[config.mk]
export PLATFORM = sky130hd
export DESIGN_NAME = instr_fetch_unit
export DESIGN_NICKNAME = d
export VERILOG_FILES = /design/src/rtl/fetch_pkg.sv /design/src/rtl/fetch_queue.sv /design/src/rtl/instr_fetch_unit.sv
export SDC_FILE = /design/constraint.sdc
export NUM_CORES = 1
export LEC_CHECK = 0
export ABC_AREA = 1
export CORE_UTILIZATION = 30
export DETAILED_ROUTE_END_ITERATION = 6
export PLACE_DENSITY = 0.59
export SYNTH_ARGS = -nofsm -noshare
export SYNTH_HDL_FRONTEND = slang
export SYNTH_SLANG_ARGS = --single-unit
[constraint.sdc]
create_clock -name clk -period 1.9 [get_ports clk]
set_clock_uncertainty 0.05 [all_clocks]
set_input_delay 0.38 -clock clk [delete_from_list [all_inputs] [get_ports clk]]
set_output_delay 0.38 -clock clk [all_outputs]
set_load 0.02 [all_outputs]
[src/rtl/fetch_pkg.sv]
// Shared types and constants for the instruction fetch unit.
//   WORD_BYTES    : byte stride between consecutive instruction words
//   fetch_entry_t : {pc, instr} pair carried through the prefetch queue
package fetch_pkg;

    localparam int unsigned XLEN       = 32;
    localparam int unsigned WORD_BYTES = 4;

    typedef struct packed {
        logic [31:0] pc;
        logic [31:0] instr;
    } fetch_entry_t;

endpackage : fetch_pkg

[src/rtl/fetch_queue.sv]
// Circular prefetch FIFO of fetch_entry_t.
// The head entry is kept in a register so that it holds its last value when the queue
// empties.
//   clk, reset_n : clock, asynchronous active-low reset
//   flush        : synchronous clear; dominates wr_en and rd_en
//   wr_en        : push wr_data at the tail (ignored when full and not popping)
//   wr_data      : entry to push
//   rd_en        : pop the head (ignored when empty)
//   rd_data      : head entry (registered)
//   valid        : queue is non-empty (registered)
//   full         : queue holds DEPTH entries (registered)
module fetch_queue
    import fetch_pkg::*;
#(
    parameter int unsigned DEPTH = 2
) (
    input  logic         clk,
    input  logic         reset_n,
    input  logic         flush,
    input  logic         wr_en,
    input  fetch_entry_t wr_data,
    input  logic         rd_en,
    output fetch_entry_t rd_data,
    output logic         valid,
    output logic         full
);

    localparam int unsigned PTR_W = $clog2(DEPTH);
    localparam int unsigned CNT_W = PTR_W + 1;

    fetch_entry_t       mem_q [DEPTH];
    fetch_entry_t       mem_d [DEPTH];
    logic [PTR_W-1:0]   wr_ptr_q, wr_ptr_d;
    logic [PTR_W-1:0]   rd_ptr_q, rd_ptr_d;
    logic [CNT_W-1:0]   cnt_q, cnt_d;
    fetch_entry_t       head_q, head_d;
    logic               valid_q, valid_d;
    logic               full_q, full_d;
    logic               wr_ok, rd_ok;

    // Next-state for storage, pointers, count and the registered head.
    always_comb begin
        mem_d    = mem_q;
        wr_ptr_d = wr_ptr_q;
        rd_ptr_d = rd_ptr_q;
        cnt_d    = cnt_q;
        head_d   = head_q;
        // A full queue may still accept a write when the head leaves in the same cycle.
        wr_ok    = wr_en & (~full_q | (rd_en & valid_q));
        rd_ok    = rd_en & valid_q;

        if (flush) begin
            wr_ptr_d = '0;
            rd_ptr_d = '0;
            cnt_d    = '0;
        end else begin
            if (wr_ok) begin
                mem_d[wr_ptr_q] = wr_data;
                wr_ptr_d        = wr_ptr_q + PTR_W'(1);
            end
            if (rd_ok) begin
                rd_ptr_d = rd_ptr_q + PTR_W'(1);
            end
            cnt_d = cnt_q + CNT_W'(wr_ok) - CNT_W'(rd_ok);
        end

        // Head is taken from the post-update array, so a write into an empty queue
        // shows up at the head after the same edge (no same-cycle bypass).
        if (cnt_d != '0) begin
            head_d = mem_d[rd_ptr_d];
        end

        valid_d = (cnt_d != '0);
        full_d  = (cnt_d == CNT_W'(DEPTH));
    end

    // State registers.
    always_ff @(posedge clk or negedge reset_n) begin
        if (!reset_n) begin
            for (int i = 0; i < int'(DEPTH); i++) begin
                mem_q[i] <= '0;
            end
            wr_ptr_q <= '0;
            rd_ptr_q <= '0;
            cnt_q    <= '0;
            head_q   <= '0;
            valid_q  <= 1'b0;
            full_q   <= 1'b0;
        end else begin
            mem_q    <= mem_d;
            wr_ptr_q <= wr_ptr_d;
            rd_ptr_q <= rd_ptr_d;
            cnt_q    <= cnt_d;
            head_q   <= head_d;
            valid_q  <= valid_d;
            full_q   <= full_d;
        end
    end

    assign rd_data = head_q;
    assign valid   = valid_q;
    assign full    = full_q;

endmodule : fetch_queue

[src/rtl/instr_fetch_unit.sv]
// Instruction fetch unit: owns the PC, reads imem combinationally, buffers {pc, instr}
// pairs in a prefetch queue and hands them to decode over valid/ready.
// A redirect flushes the queue and reloads the PC.
//   clk, reset_n          : clock, asynchronous active-low reset
//   fetch_en              : allow fetch (PC advance and push)
//   imem_a / imem_rd      : imem byte address (= PC) and same-cycle read data
//   redirect, redirect_pc : PC override pulse and target (low two bits dropped)
//   out_valid/out_ready   : handshake to decode
//   out_instr, out_pc     : head entry
module instr_fetch_unit
    import fetch_pkg::*;
#(
    parameter logic [31:0] RESET_PC = 32'h0000_0000,
    parameter int unsigned DEPTH    = 2
) (
    input  logic        clk,
    input  logic        reset_n,
    input  logic        fetch_en,
    output logic [31:0] imem_a,
    input  logic [31:0] imem_rd,
    input  logic        redirect,
    input  logic [31:0] redirect_pc,
    output logic        out_valid,
    input  logic        out_ready,
    output logic [31:0] out_instr,
    output logic [31:0] out_pc
);

    logic [XLEN-1:0] pc_q, pc_d;
    logic            pop, push;
    logic            q_valid, q_full;
    fetch_entry_t    wr_entry, head;
    logic [1:0]      unused_redirect_lsbs;

    // Handshake, push gating and next PC; redirect outranks push.
    always_comb begin
        pop      = q_valid & out_ready;
        push     = fetch_en & ~redirect & (~q_full | pop);
        wr_entry = '{pc: pc_q, instr: imem_rd};
        pc_d     = pc_q;
        if (redirect) begin
            pc_d = {redirect_pc[31:2], 2'b00};
        end else if (push) begin
            pc_d = pc_q + XLEN'(WORD_BYTES);
        end
    end

    // Program counter.
    always_ff @(posedge clk or negedge reset_n) begin
        if (!reset_n) begin
            pc_q <= RESET_PC;
        end else begin
            pc_q <= pc_d;
        end
    end

    // A pop in the redirect cycle is still delivered; the flush clears what remains.
    fetch_queue #(
        .DEPTH (DEPTH)
    ) u_queue (
        .clk     (clk),
        .reset_n (reset_n),
        .flush   (redirect),
        .wr_en   (push),
        .wr_data (wr_entry),
        .rd_en   (pop),
        .rd_data (head),
        .valid   (q_valid),
        .full    (q_full)
    );

    assign imem_a               = pc_q;
    assign out_valid            = q_valid;
    assign out_instr            = head.instr;
    assign out_pc               = head.pc;
    assign unused_redirect_lsbs = redirect_pc[1:0];

    // RESET_PC must be word aligned.
    always_ff @(posedge clk) begin
        assert (RESET_PC[1:0] == 2'b00)
            else $error("instr_fetch_unit: RESET_PC %h is not word aligned", RESET_PC);
    end

endmodule : instr_fetch_unit

Yosys cells after proc, flatten, opt, wreduce, memory -nomap -nowiden
Cells that the tools add are included.
Widths: inputs -> output; s select.
{"block": "op_classes", "reduce_logical": 4, "n_bitwise": 11, "muxes": 15, "eq_ne": 1, "add_sub_neg": 5, "n_lt_le_gt_ge": 3}
{"op": "$mux 128", "n": 2}
{"op": "$mux 64", "n": 4}
{"op": "$bwmux 128", "n": 1}
{"op": "$demux 64 s1", "n": 1}
{"op": "$mux 32", "n": 2}
{"op": "$add 32x3->32 const B", "n": 1}
{"op": "$reduce_bool 2->1", "n": 3}
{"op": "$and 1x1->1", "n": 5}
{"op": "$ge 2x2->1 const B", "n": 2}
{"op": "$mux 1", "n": 4}
{"op": "$not 1->2", "n": 2}
{"op": "$add 1x1->1 const B", "n": 2}
{"op": "$add 2x1->2", "n": 1}
{"op": "$eq 2x2->1 const B", "n": 1}
{"op": "$lt 2x1->1 const B", "n": 1}
{"op": "$mux 2", "n": 1}
{"op": "$not 1->1", "n": 2}
{"op": "$or 1x1->1", "n": 2}
{"op": "$sub 2x1->2", "n": 1}
{"op": "$logic_and 1x1->1", "n": 1}
{"block": "word_totals", "wordCells": 51, "output_inout_bits": 97, "regBits": 230}

Longest topological paths before layout
Gate-level depths: netlist (run 1).
{"block": "depth", "ltp_word": 11, "mapped_depth": 14, "ltp_nobuf": 12}

Cells and area by module
A second synthesis (run 1) with hierarchy kept.
{"block": "unflattened", "cells_unflattened": 2150, "hier_area_um2": 14222.4}
{"mod": "fetch_queue", "instances": 1, "cells_each": 1798, "area_per_inst_um2": 11994.0, "seq_area_each_um2": 4954.8}
{"mod": "instr_fetch_unit", "instances": 1, "cells_each": 352, "area_per_inst_um2": 2228.4, "seq_area_each_um2": 750.7}

Worst setup path after synthesis (run 1)
OpenSTA, ideal clock, no wires.
{"block": "synth_timing", "kind": "reg-to-reg", "startpoint": "register u_queue.valid_q (netlist: u_queue.valid)", "endpoint": "register u_queue.head_q, in the netlist u_queue.rd_data[0]", "setup_slack_ps": -272, "path_stages_with_launch": 15, "synth_period_minus_slack_ps": 2172, "arrival_ps": 2057, "path_cell_list": "dfrtp_1 > nand2_1 > nand2_2 > nand2_2 > inv_1 > buf_2 > ha_1 > inv_1 > nand2_1 > nand3_1 > nand2_1 > buf_2 > buf_2 > nand3_1 > nand2_1"}
{"block": "synth_between", "elab_chain_cells": 9}
{"item": "start, declared", "line_no": "fetch_queue.sv:37", "source": "logic valid_q, valid_d;"}
{"item": "start signal, assigned", "line_no": "fetch_queue.sv:95", "source": "valid_q <= valid_d;"}
{"item": "branches (longest 9 deep; another with $add 2x1->2)"}
{"item": "end signal, assigned", "line_no": "fetch_queue.sv:86", "source": "head_q <= '0;"}
{"item": "end signal, assigned", "line_no": "fetch_queue.sv:94", "source": "head_q <= head_d;"}
{"item": "end, declared", "line_no": "fetch_queue.sv:36", "source": "fetch_entry_t head_q, head_d;"}
Several ways; the timed one is not identified. The select of a mux whose other input is x is not followed.
A chain may end at the register's enable or synchronous reset.

Worst setup path in the final report (run 1)
{"block": "layout_timing", "startpoint": "register u_queue.valid_q (netlist: u_queue.valid)", "endpoint": "register u_queue.head_q, in the netlist u_queue.rd_data[28]"}
Same word-level chain as after synthesis.

==> reports/metrics.csv, run 1 <==
metric;value;unit
status;complete, no violations;
CP Class;flip-flop to flip-flop;
sequential share of power;34.9;%
layout cells sized above 1;19.2;%
total number of vias;10094;
crit end category;flip-flop;
die footprint;0.0358;sq mm
DRC Markers;0;
CP arrival;2.27;ns
CP max-delay cell;dfrtp_2;
first drt pass iteration count;5;
synth-to-layout area growth;44.4;%
ys async rst share;100;%
I/O pin count;166;
die height;189;um
Clock transition at path regs;0.06;ns
Critical Path RT;2.27;ns
Sw Pwr;8.60;mW
Nets;1763;
synthesized instance count;1361;
PD cells;1480;mW/mm^2
CP most frequent cell;inv_2;
Max Root-Sink Buffers;3;
P_leak;8.03;nW
Max-Cap Viols;0;
Seq/Total Area, Yosys;54.2;%
vias in the first global route;9986;
Cell Area, Synth;0.0105;sq mm
Worst Setup Start Kind;flip-flop;
crit path launch;u_queue.valid$_DFF_PN0_;
DP HPWL;23100;um
DRT antenna net count;0;
CTS tree;done;
root buf cell;clkbuf_16;
most frequent cells after synthesis;nand2_1, dfrtp_1, nand3_1;
syn avg cell area;7.74;sq um
wirelength, routed;35000;um
Placed Instances;2105;
maximum vdd drop;1.06;mV
final max-slew violation count;0;
final cycle utilization of the critical path;99.6;%
CP Max Fanout;6;
Hold/Removal Path Class;input port to asynchronous set/reset pin;
crit path capture;u_queue.rd_data[28]$_DFFE_PN0P_;
Ys Warns;0;
final hold violations;0;
FMAX;529;MHz
number of port buffers;161;
EDFF count, synth;0;
1st-iter DRT viols;693;
largest net degree at the start of global routing;56;
ANT cells;0;
final cell count without fillers;2165;
RSZ-0062 raised after global routing;true;
first-pass GRT wire length;54200;um
Comb pwr share;43.5;%
DIE WIDTH;189;um
Initial Utilization;30.5;%
worst reg2reg path depth;13;
r2r endpoint;u_queue.rd_data[28]$_DFFE_PN0P_;
Top FF cell, synth;dfrtp_1;
cell accounting for the most synthesized area;dfrtp_1;
crit path time final;1.89;ns
Std-Cell Rows;68;
synth unique cells;24;
latest clock arrival within the worst-skew pair;0.54;ns
top cell type's share of synthesized area;54.2;%
H-tree depth reported by CTS;1;
crit-path max cell delay;0.40;ns
CTS Sinks;228;
flip-flop and latch count after synthesis;228;
total chip power;22.5;mW
fill cell count;3475;
total global routing overflow;0;
CTS buffer count;27;
Synth area leaders;dfrtp_1, nand2_1, nand3_1, inv_1, nor2_1;
Int Pwr;13.9;mW
wire per inst;16.2;um
Min Hold Slack;0.265;ns
clock share of power;21.6;%
switching share of power;38.2;%
Fin Setup TNS;0;ns
CORE AREA;0.0345;sq mm
routability cong.;0.811;
worst r2r src;u_queue.valid$_DFF_PN0_;
most frequent cell after synthesis;nand2_1;
setup slack, reg-to-reg;0.008;ns
final setup vio count;0;
initial antenna violation count;0;
crit-path cells;nand2_2 > inv_2 > ha_4 > inv_2 > ha_4 > inv_2 > nand2_2 > nand3_4 > nand2_8 > clkinv_8 > clkbuf_16 > nand2_1 > nand2_1;
vias per inst;4.66;
global-route total usage across every layer;19.0;%
[cell families after synthesis]
| group | count (synthesis) | share of synthesized area [%] |
|---|---|---|
| XOR/XNOR | 13 | 1.08 |
| AND/OR/NAND/NOR | 959 | 37.2 |
| adder cells (fa/ha/maj) | 3 | 0.357 |
| flip-flops | 228 | 54.2 |
| other | 1 | 0.0356 |
| buffers and inverters | 126 | 5.41 |
| AO/OA/AOI/OAI | 31 | 1.75 |
[worst min path at each step]
stage	from	endpoint	slack (ns)	cells after the start
2_1_floorplan	reset_n	imem_a[10]$_DFFE_PN0P_	0.03	0
3_3_place_gp	reset_n	u_queue.mem_q[20]$_DFF_PN0_	0.23	1
3_5_place_dp	reset_n	u_queue.mem_q[20]$_DFF_PN0_	0.24	1
4_1_cts	reset_n	u_queue.mem_q[20]$_DFF_PN0_	0.27	2
5_1_grt	reset_n	u_queue.mem_q[20]$_DFF_PN0_	0.29	2
6_report	reset_n	u_queue.mem_q[20]$_DFF_PN0_	0.27	2
[per-layer routing]
metal  routed length, um  up-vias  track usage (%)
met5                   0        -                0
met4                1120        0             5.24
met3                1820       58             2.80
met2               16600      246             31.8
met1               15400     4841             25.5
li1                    -     4949                -
[power groups by stage]
stage	Combinational [mW]	Sequential [mW]	Clock [mW]
after floorplan	3.99	8.43	0
after global placement	8.90	7.83	0
after detailed placement	9.07	7.85	0
after CTS	8.65	7.77	4.97
after global routing	10.8	8.07	5.20
final	9.80	7.86	4.87
[placed cells by master (no fill, tap or decap), drive strengths merged, types with 3 or more instances in the layout]
cell type,instances
clkbuf,42
dlygate4sd2,94
nor2,56
nand3,214
o21bai,5
ha,3
clkdlybuf4s50,65
inv,64
dfrtp,228
buf,196
nand2,688
xnor2,3
o211ai,6
xor2,10
o21ai,18
clkinv,10
[layout make-up]
class / count / area, sq um / area share [%]
Timing Repair inverter: 1 / 8.76 / 0.0576
Multi-Input combinational cell: 1008 / 4520 / 29.8
Tap cell: 455 / 569 / 3.74
Inverter: 63 / 249 / 1.64
Clock inverter: 11 / 87.6 / 0.576
Timing Repair Buffer: 362 / 3290 / 21.7
Clock buffer: 37 / 743 / 4.89
Sequential cell: 228 / 5730 / 37.7
[flip-flops by register name, indices dropped and copies added, names as in the netlist]
| register | cells |
|---|---|
| imem_a | 30 |
| u_queue.cnt_q | 2 |
| u_queue.full | 1 |
| u_queue.mem_q | 128 |
| u_queue.rd_data | 64 |
| u_queue.rd_ptr_q | 1 |
| u_queue.valid | 1 |
| u_queue.wr_ptr_q | 1 |
[metrics by stage]
stage / cell area (sq um) / worst slack [ns] / utilization, %
after floorplan: 10600 / 0.0149 / -
after global placement: 14000 / -0.510 / 40.6
after detailed placement: 14000 / -0.517 / 40.6
after CTS: 14700 / -0.0303 / 42.7
after global routing: 15200 / -0.0749 / 44.0
final: 15200 / 0.00802 / 44.0
[critical path: cells and delay by family (launching register included)]
kind	cells	cell delay, ns
flip-flops	1	0.40
AND/OR/NAND/NOR	6	0.49
adder cells (fa/ha/maj)	2	0.37
buffers and inverters	5	0.46
[repair_timing]
| item | CTS | global route |
|---|---|---|
| gates cloned | 0 | 8 |
| pin swaps | 0 | 22 |
| hold endpoints to repair | 31 | 0 |
| endpoints found under the setup margin | 101 | 78 |
| gates resized for setup | 106 | 86 |
| setup buffers | 0 | 3 |
| hold buffers | 1 | 0 |
Note: power is estimated with default switching activity, not from simulation.
==> run 2: changes to the inputs <==
--- a/config.mk
+++ b/config.mk
@@ -8,5 +8,8 @@
 export ABC_AREA = 1
-export CORE_UTILIZATION = 30
+export CELL_PAD_IN_SITES_DETAIL_PLACEMENT = 2
+export CELL_PAD_IN_SITES_GLOBAL_PLACEMENT = 2
+export CORE_UTILIZATION = 28
 export DETAILED_ROUTE_END_ITERATION = 6
-export PLACE_DENSITY = 0.59
+export HOLD_SLACK_MARGIN = 0.12
+export PLACE_DENSITY = 0.84
 export SYNTH_ARGS = -nofsm -noshare
==> constraint.sdc (replaced) <==
create_clock -name clk -period 1.9 [get_ports clk]
set_clock_uncertainty 0.05 [all_clocks]
set_input_delay 0.19 -clock clk [delete_from_list [all_inputs] [get_ports clk]]
set_output_delay 0.19 -clock clk [all_outputs]
set_load 0.02 [all_outputs]
==> run 2 against run 1 <==
The flow now finishes with violations (negative setup slack); clock-buffer cell count is 2 higher; global-route usage is 11 points higher; via count is 18% higher; worst setup slack worse by 0.30 ns; combinational power is 48% higher; total power is 29% higher; fmax is 14% lower; register-to-register slack worse by 0.30 ns; first-iteration DRC count is 11% higher; final area is 9.2% higher; sequential share of layout area is 3.2 points lower; utilization is 1.1 points higher.
==> reports/metrics.csv, run 2 (synthesized netlist as in run 1, its figures left out) <==
metric;value;unit
CTS Sinks;228;
DIE WIDTH;196;um
crit-path max cell delay;0.40;ns
DP HPWL;29100;um
busiest layer in global routing;met2;
Max Root-Sink Buffers;3;
vias per inst;5.48;
DRC Markers;0;
crit end category;flip-flop;
worst r2r src;u_queue.valid$_DFF_PN0_;
CP Max Fanout;6;
latest clock arrival within the worst-skew pair;0.56;ns
final hold violations;0;
synth-to-layout area growth;57.7;%
CTS tree;done;
Worst Hold Path EP;u_queue.mem_q[7]$_DFF_PN0_;
CP arrival;2.59;ns
met3 Use GR;4.92;%
worst reg2reg path depth;16;
fin area;0.0166;sq mm
P_leak;8.40;nW
Clock transition at path regs;0.07;ns
Worst Setup Start Kind;flip-flop;
largest net degree at the start of global routing;50;
total global routing overflow;0;
beginning of the worst hold path;imem_rd[7];
placed cell area;0.0138;sq mm
final max-slew violation count;0;
final setup vio count;86;
Placed Instances;2075;
number of port buffers;161;
Initial Utilization;28.6;%
CORE AREA;0.0368;sq mm
layout cells sized above 1;26.1;%
DRT antenna net count;0;
crit path time final;2.20;ns
CP max-delay cell;dfrtp_2;
H-tree depth reported by CTS;1;
global-route total usage across every layer;30.3;%
crit path launch;u_queue.valid$_DFF_PN0_;
fin worst setup slack;-0.297;ns
met1 GRT Util;35.2;%
1st-iter DRT viols;769;
initial antenna violation count;2;
Reg with most FFs;u_queue.mem_q;
CP Class;flip-flop to flip-flop;
RSZ-0062 raised after global routing;true;
vias in the first global route;13399;
crit-path cells;nand2_4 > buf_4 > nand2_4 > nand2_4 > inv_4 > ha_4 > inv_4 > nand2_4 > nand3_4 > nand2_8 > inv_16 > buf_12 > buf_12 > buf_12 > nand2_4 > nand2_2;
failing checks;negative setup slack;
setup slack, reg-to-reg;-0.30;ns
status;complete, but fails checks;
routability cong.;0.842;
Nets;1751;
most common cell after layout, fill and taps aside;nand2_1;
fill cell count;3915;
first drt pass iteration count;7;
Max-Cap Viols;0;
r2r endpoint;u_queue.rd_data[2]$_DFFE_PN0P_;
total number of vias;11871;
FMAX;455;MHz
total chip power;29.1;mW
most frequent cells in the layout;nand2_1, dfrtp_1, nand3_1;
root buf cell;clkbuf_16;
first-pass GRT wire length;87200;um
met2 usage;52.9;%
die footprint;0.0384;sq mm
Std-Cell Rows;70;
die height;196;um
final cycle utilization of the critical path;116;%
CTS buffer count;27;
max reg flops;128;
PD cells;1750;mW/mm^2
final cell count without fillers;2168;
hold path cells;3;
CP most frequent cell;nand2_4;
ANT cells;0;
Min Hold Slack;0.209;ns
maximum vdd drop;0.767;mV
wirelength, routed;63600;um
Hold/Removal Path Class;input port to flip-flop;
I/O pin count;166;
Critical Path RT;2.29;ns
wire per inst;29.4;um
## run 2: cell count changes in the layout (fill, tap and decap cells not counted), moves of 8 or more
cell,change
nand2_2,+34
clkdlybuf4s50_1,+52
buf_12,+25
nand2_4,+37
nand2_1,-71
nand3_4,+20
buf_4,-39
dlygate4sd2_1,-59
inv_2,-8
nand3_1,-45
dlymetal6s2s_1,+8
nand3_2,+25
## run 2: area by class of cell
cell class,instances,area [sq um],share of cell area [%]
sequential,228,5730,34.5
multi-input combinational,1008,5290,31.9
timing repair buffer,351,3710,22.3
clock buffer,39,821,4.95
tap,468,586,3.53
inverter,63,275,1.66
clock inverter,11,188,1.13
## run 2: worst max-delay path by stage
stage,to,depth (start not counted),slack [ns]
3_3_place_gp,u_queue.rd_data[19]$_DFFE_PN0P_,13,-0.37
3_5_place_dp,u_queue.rd_data[23]$_DFFE_PN0P_,13,-0.51
4_1_cts,u_queue.rd_data[19]$_DFFE_PN0P_,15,-0.16
5_1_grt,u_queue.rd_data[2]$_DFFE_PN0P_,16,-0.32
2_1_floorplan,u_queue.rd_data[22]$_DFFE_PN0P_,14,0.01
6_report,u_queue.rd_data[2]$_DFFE_PN0P_,16,-0.30
## run 2: power breakdown
| part | switching, mW | internal, mW | total [mW] |
|---|---|---|---|
| sequential | 1.71 | 6.82 | 8.53 |
| clock | 2.42 | 3.67 | 6.09 |
| combinational | 8.50 | 5.96 | 14.5 |
## run 2: layer usage
metal	vias up	part of all wire, %
met3	227	5.4
met5	-	0.035
li1	4915	-
met4	4	5.8
met1	6178	38
met2	547	50
## run 2: stage by stage
| step | worst slack, ns | util [%] | TNS [ns] |
|---|---|---|---|
| 2_1_floorplan | 0.0149 | - | 0 |
| 3_3_place_gp | -0.365 | 37.6 | -23.99 |
| 3_5_place_dp | -0.515 | 37.6 | -31.95 |
| 4_1_cts | -0.165 | 43.5 | -6.55 |
| 5_1_grt | -0.319 | 45.1 | -16.65 |
| 6_report | -0.297 | 45.1 | -13.63 |
## run 2: critical path, delay by kind of cell, from the launching register on
kind                       cells  cell delay (ns)
buffers and inverters          7             0.75
DFF                            1             0.40
adders and majority gates      1             0.18
and+or+nand+nor                8             0.67
## run 2: what timing repair did
action	in CTS	in global routing
setup buffers	20	15
pin swaps	30	36
resized for setup	196	168
hold buffers	2	0
endpoints found under the hold margin	228	0
setup endpoints to repair	102	108
cloned	14	3
==> run 3: changes to the inputs <==
CTS_BUF_LIST = sky130_fd_sc_hd__clkbuf_16   (was not set)
CTS_CLUSTER_SIZE = 24   (was not set)
SLEW_MARGIN = 20   (was not set)
==> run 3 against run 2 <==
The flow still finishes with violations (negative setup slack); worst hold slack better by 0.015 ns; largest cell class unchanged; via count is 2.3% lower; utilization decreased by 1.5 points; combinational power fell by 8%.
==> reports/metrics.csv, run 3 (synthesized netlist as in run 1, its figures left out) <==
metric;value;unit
Sw Pwr;11.9;mW
die height;196;um
Initial Utilization;28.6;%
number of port buffers;161;
fill cell count;3984;
Hold/Removal Path Class;input port to flip-flop;
largest net degree at the start of global routing;50;
Max Root-Sink Buffers;3;
final hold violations;0;
die footprint;0.0384;sq mm
P_leak;8.20;nW
Nets;1738;
final setup vio count;68;
hold path cells;3;
CORE AREA;0.0368;sq mm
worst reg2reg path depth;12;
CP Max Fanout;10;
setup slack, reg-to-reg;-0.24;ns
DP HPWL;29100;um
crit end category;flip-flop;
final cycle utilization of the critical path;113;%
clock share of power;20.6;%
layout cells sized above 1;23.5;%
root buf cell;clkbuf_16;
wire per inst;27.7;um
FF/Latch Area;0.00573;sq mm
max reg flops;128;
status;complete, but fails checks;
RSZ-0062 raised after global routing;true;
latest clock arrival within the worst-skew pair;0.56;ns
Min Hold Slack;0.224;ns
DRC Markers;0;
Core Util, Final;43.6;%
Max-Cap Viols;0;
Worst Setup Start Kind;flip-flop;
Critical Path RT;2.29;ns
wirelength, routed;59600;um
total global routing overflow;0;
CTS tree;done;
first drt pass iteration count;5;
Std-Cell Rows;70;
FMAX;467;MHz
Reg with most FFs;u_queue.mem_q;
r2r endpoint;u_queue.rd_data[50]$_DFFE_PN0P_;
most frequent cells in the layout;nand2_1, dfrtp_1, nand3_1;
I/O pin count;166;
CTS buffer count;27;
CTS Sinks;228;
Worst Hold Path EP;imem_a[6]$_DFFE_PN0P_;
first-pass GRT wire length;83600;um
sequential share of power;30.7;%
total number of vias;11598;
CP arrival;2.53;ns
vias per inst;5.38;
H-tree depth reported by CTS;1;
initial antenna violation count;2;
1st-iter DRT viols;686;
switching share of power;43.1;%
beginning of the worst hold path;redirect_pc[6];
Fin Setup TNS;-10.99;ns
placed cell area;0.0138;sq mm
multi-input logic area;0.00498;sq mm
ANT cells;0;
fin area;0.0160;sq mm
DRT antenna net count;0;
maximum vdd drop;0.836;mV
DIE WIDTH;196;um
crit path time final;2.14;ns
synth-to-layout area growth;52.3;%
Clock transition at path regs;0.08;ns
Comb pwr share;48.7;%
CP Class;flip-flop to flip-flop;
failing checks;negative setup slack;
vias in the first global route;13326;
Int Pwr;15.7;mW
final max-slew violation count;0;
fin worst setup slack;-0.242;ns
routability cong.;0.842;
most common cell after layout, fill and taps aside;nand2_1;
worst r2r src;u_queue.valid$_DFF_PN0_;
PD cells;1720;mW/mm^2
global-route total usage across every layer;28.6;%
## run 3: changes by cell type in the layout (fill, tap and decap cells not counted), moves of 9 or more
cell	before	now
nand2_1	569	584
nand3_2	25	34
nand2_4	54	37
nand3_4	24	7
clkbuf_8	10	0
buf_4	137	128
clkinv_1	0	10
## run 3: worst max-delay path, stage by stage (launching register included)
cell     delay, ns
dfrtp_2       0.44
nand2_4       0.08
inv_4         0.05
ha_4          0.16
xor2_1        0.30
nand2_2       0.12
nand3_4       0.14
nand2_8       0.09
buf_6         0.13
buf_12        0.14
buf_16        0.16
nand3_2       0.07
nand2_2       0.09
## run 3: area by class of cell
type                            instances  area share (%)
Sequential cell                       228            35.7
Multi-Input combinational cell       1008            31.1
Timing Repair Buffer                  338            22.3
Clock buffer                           27            4.21
Tap cell                              468            3.65
Inverter                               63            1.65
Clock inverter                         23            1.45
## run 3: metal layers
| layer | routed length (um) | vias up | GRT usage [%] |
|---|---|---|---|
| li1 | - | 4886 | - |
| met4 | 3330 | 4 | 14.3 |
| met1 | 23400 | 6034 | 34.2 |
| met3 | 2820 | 195 | 3.54 |
| met2 | 30000 | 479 | 50.6 |
| met5 | 28 | - | 0 |
## run 3: worst max-delay path by stage
stage / from / end / slack (ns) / cells past startpoint
finish: u_queue.valid$_DFF_PN0_ / u_queue.rd_data[50]$_DFFE_PN0P_ / -0.24 / 12
global route: u_queue.valid$_DFF_PN0_ / u_queue.rd_data[49]$_DFFE_PN0P_ / -0.25 / 14
global placement: out_ready / u_queue.rd_data[19]$_DFFE_PN0P_ / -0.37 / 13
CTS: u_queue.valid$_DFF_PN0_ / u_queue.rd_data[42]$_DFFE_PN0P_ / -0.16 / 15
floorplan: u_queue.valid$_DFF_PN0_ / u_queue.rd_data[22]$_DFFE_PN0P_ / 0.01 / 14
detailed placement: out_ready / u_queue.rd_data[23]$_DFFE_PN0P_ / -0.51 / 13
## run 3: per-stage QoR
stage	setup WS, ns	power (mW)	std cells
after floorplan	0.0149	12.4	1362
after global placement	-0.365	16.5	2075
after detailed placement	-0.515	17.2	2075
after CTS	-0.159	25.7	2153
after global routing	-0.249	28.5	2155
final	-0.242	27.6	2155
## run 3: repair_timing
item	4_1_cts	5_1_grt
endpoints found under the hold margin	228	0
pin swaps	53	22
buffers inserted	16	7
resized for setup	187	116
setup endpoints to repair	101	92
gates cloned	12	4
hold buffers	2	0
## run 3: power by group through the flow
stage	clock, mW	sequential, mW	combinational, mW
global placement	0	7.90	8.65
detailed placement	0	8.00	9.21
finish	5.68	8.48	13.4
global route	5.86	8.58	14.0
floorplan	0	8.43	3.99
CTS	5.55	8.15	12.0
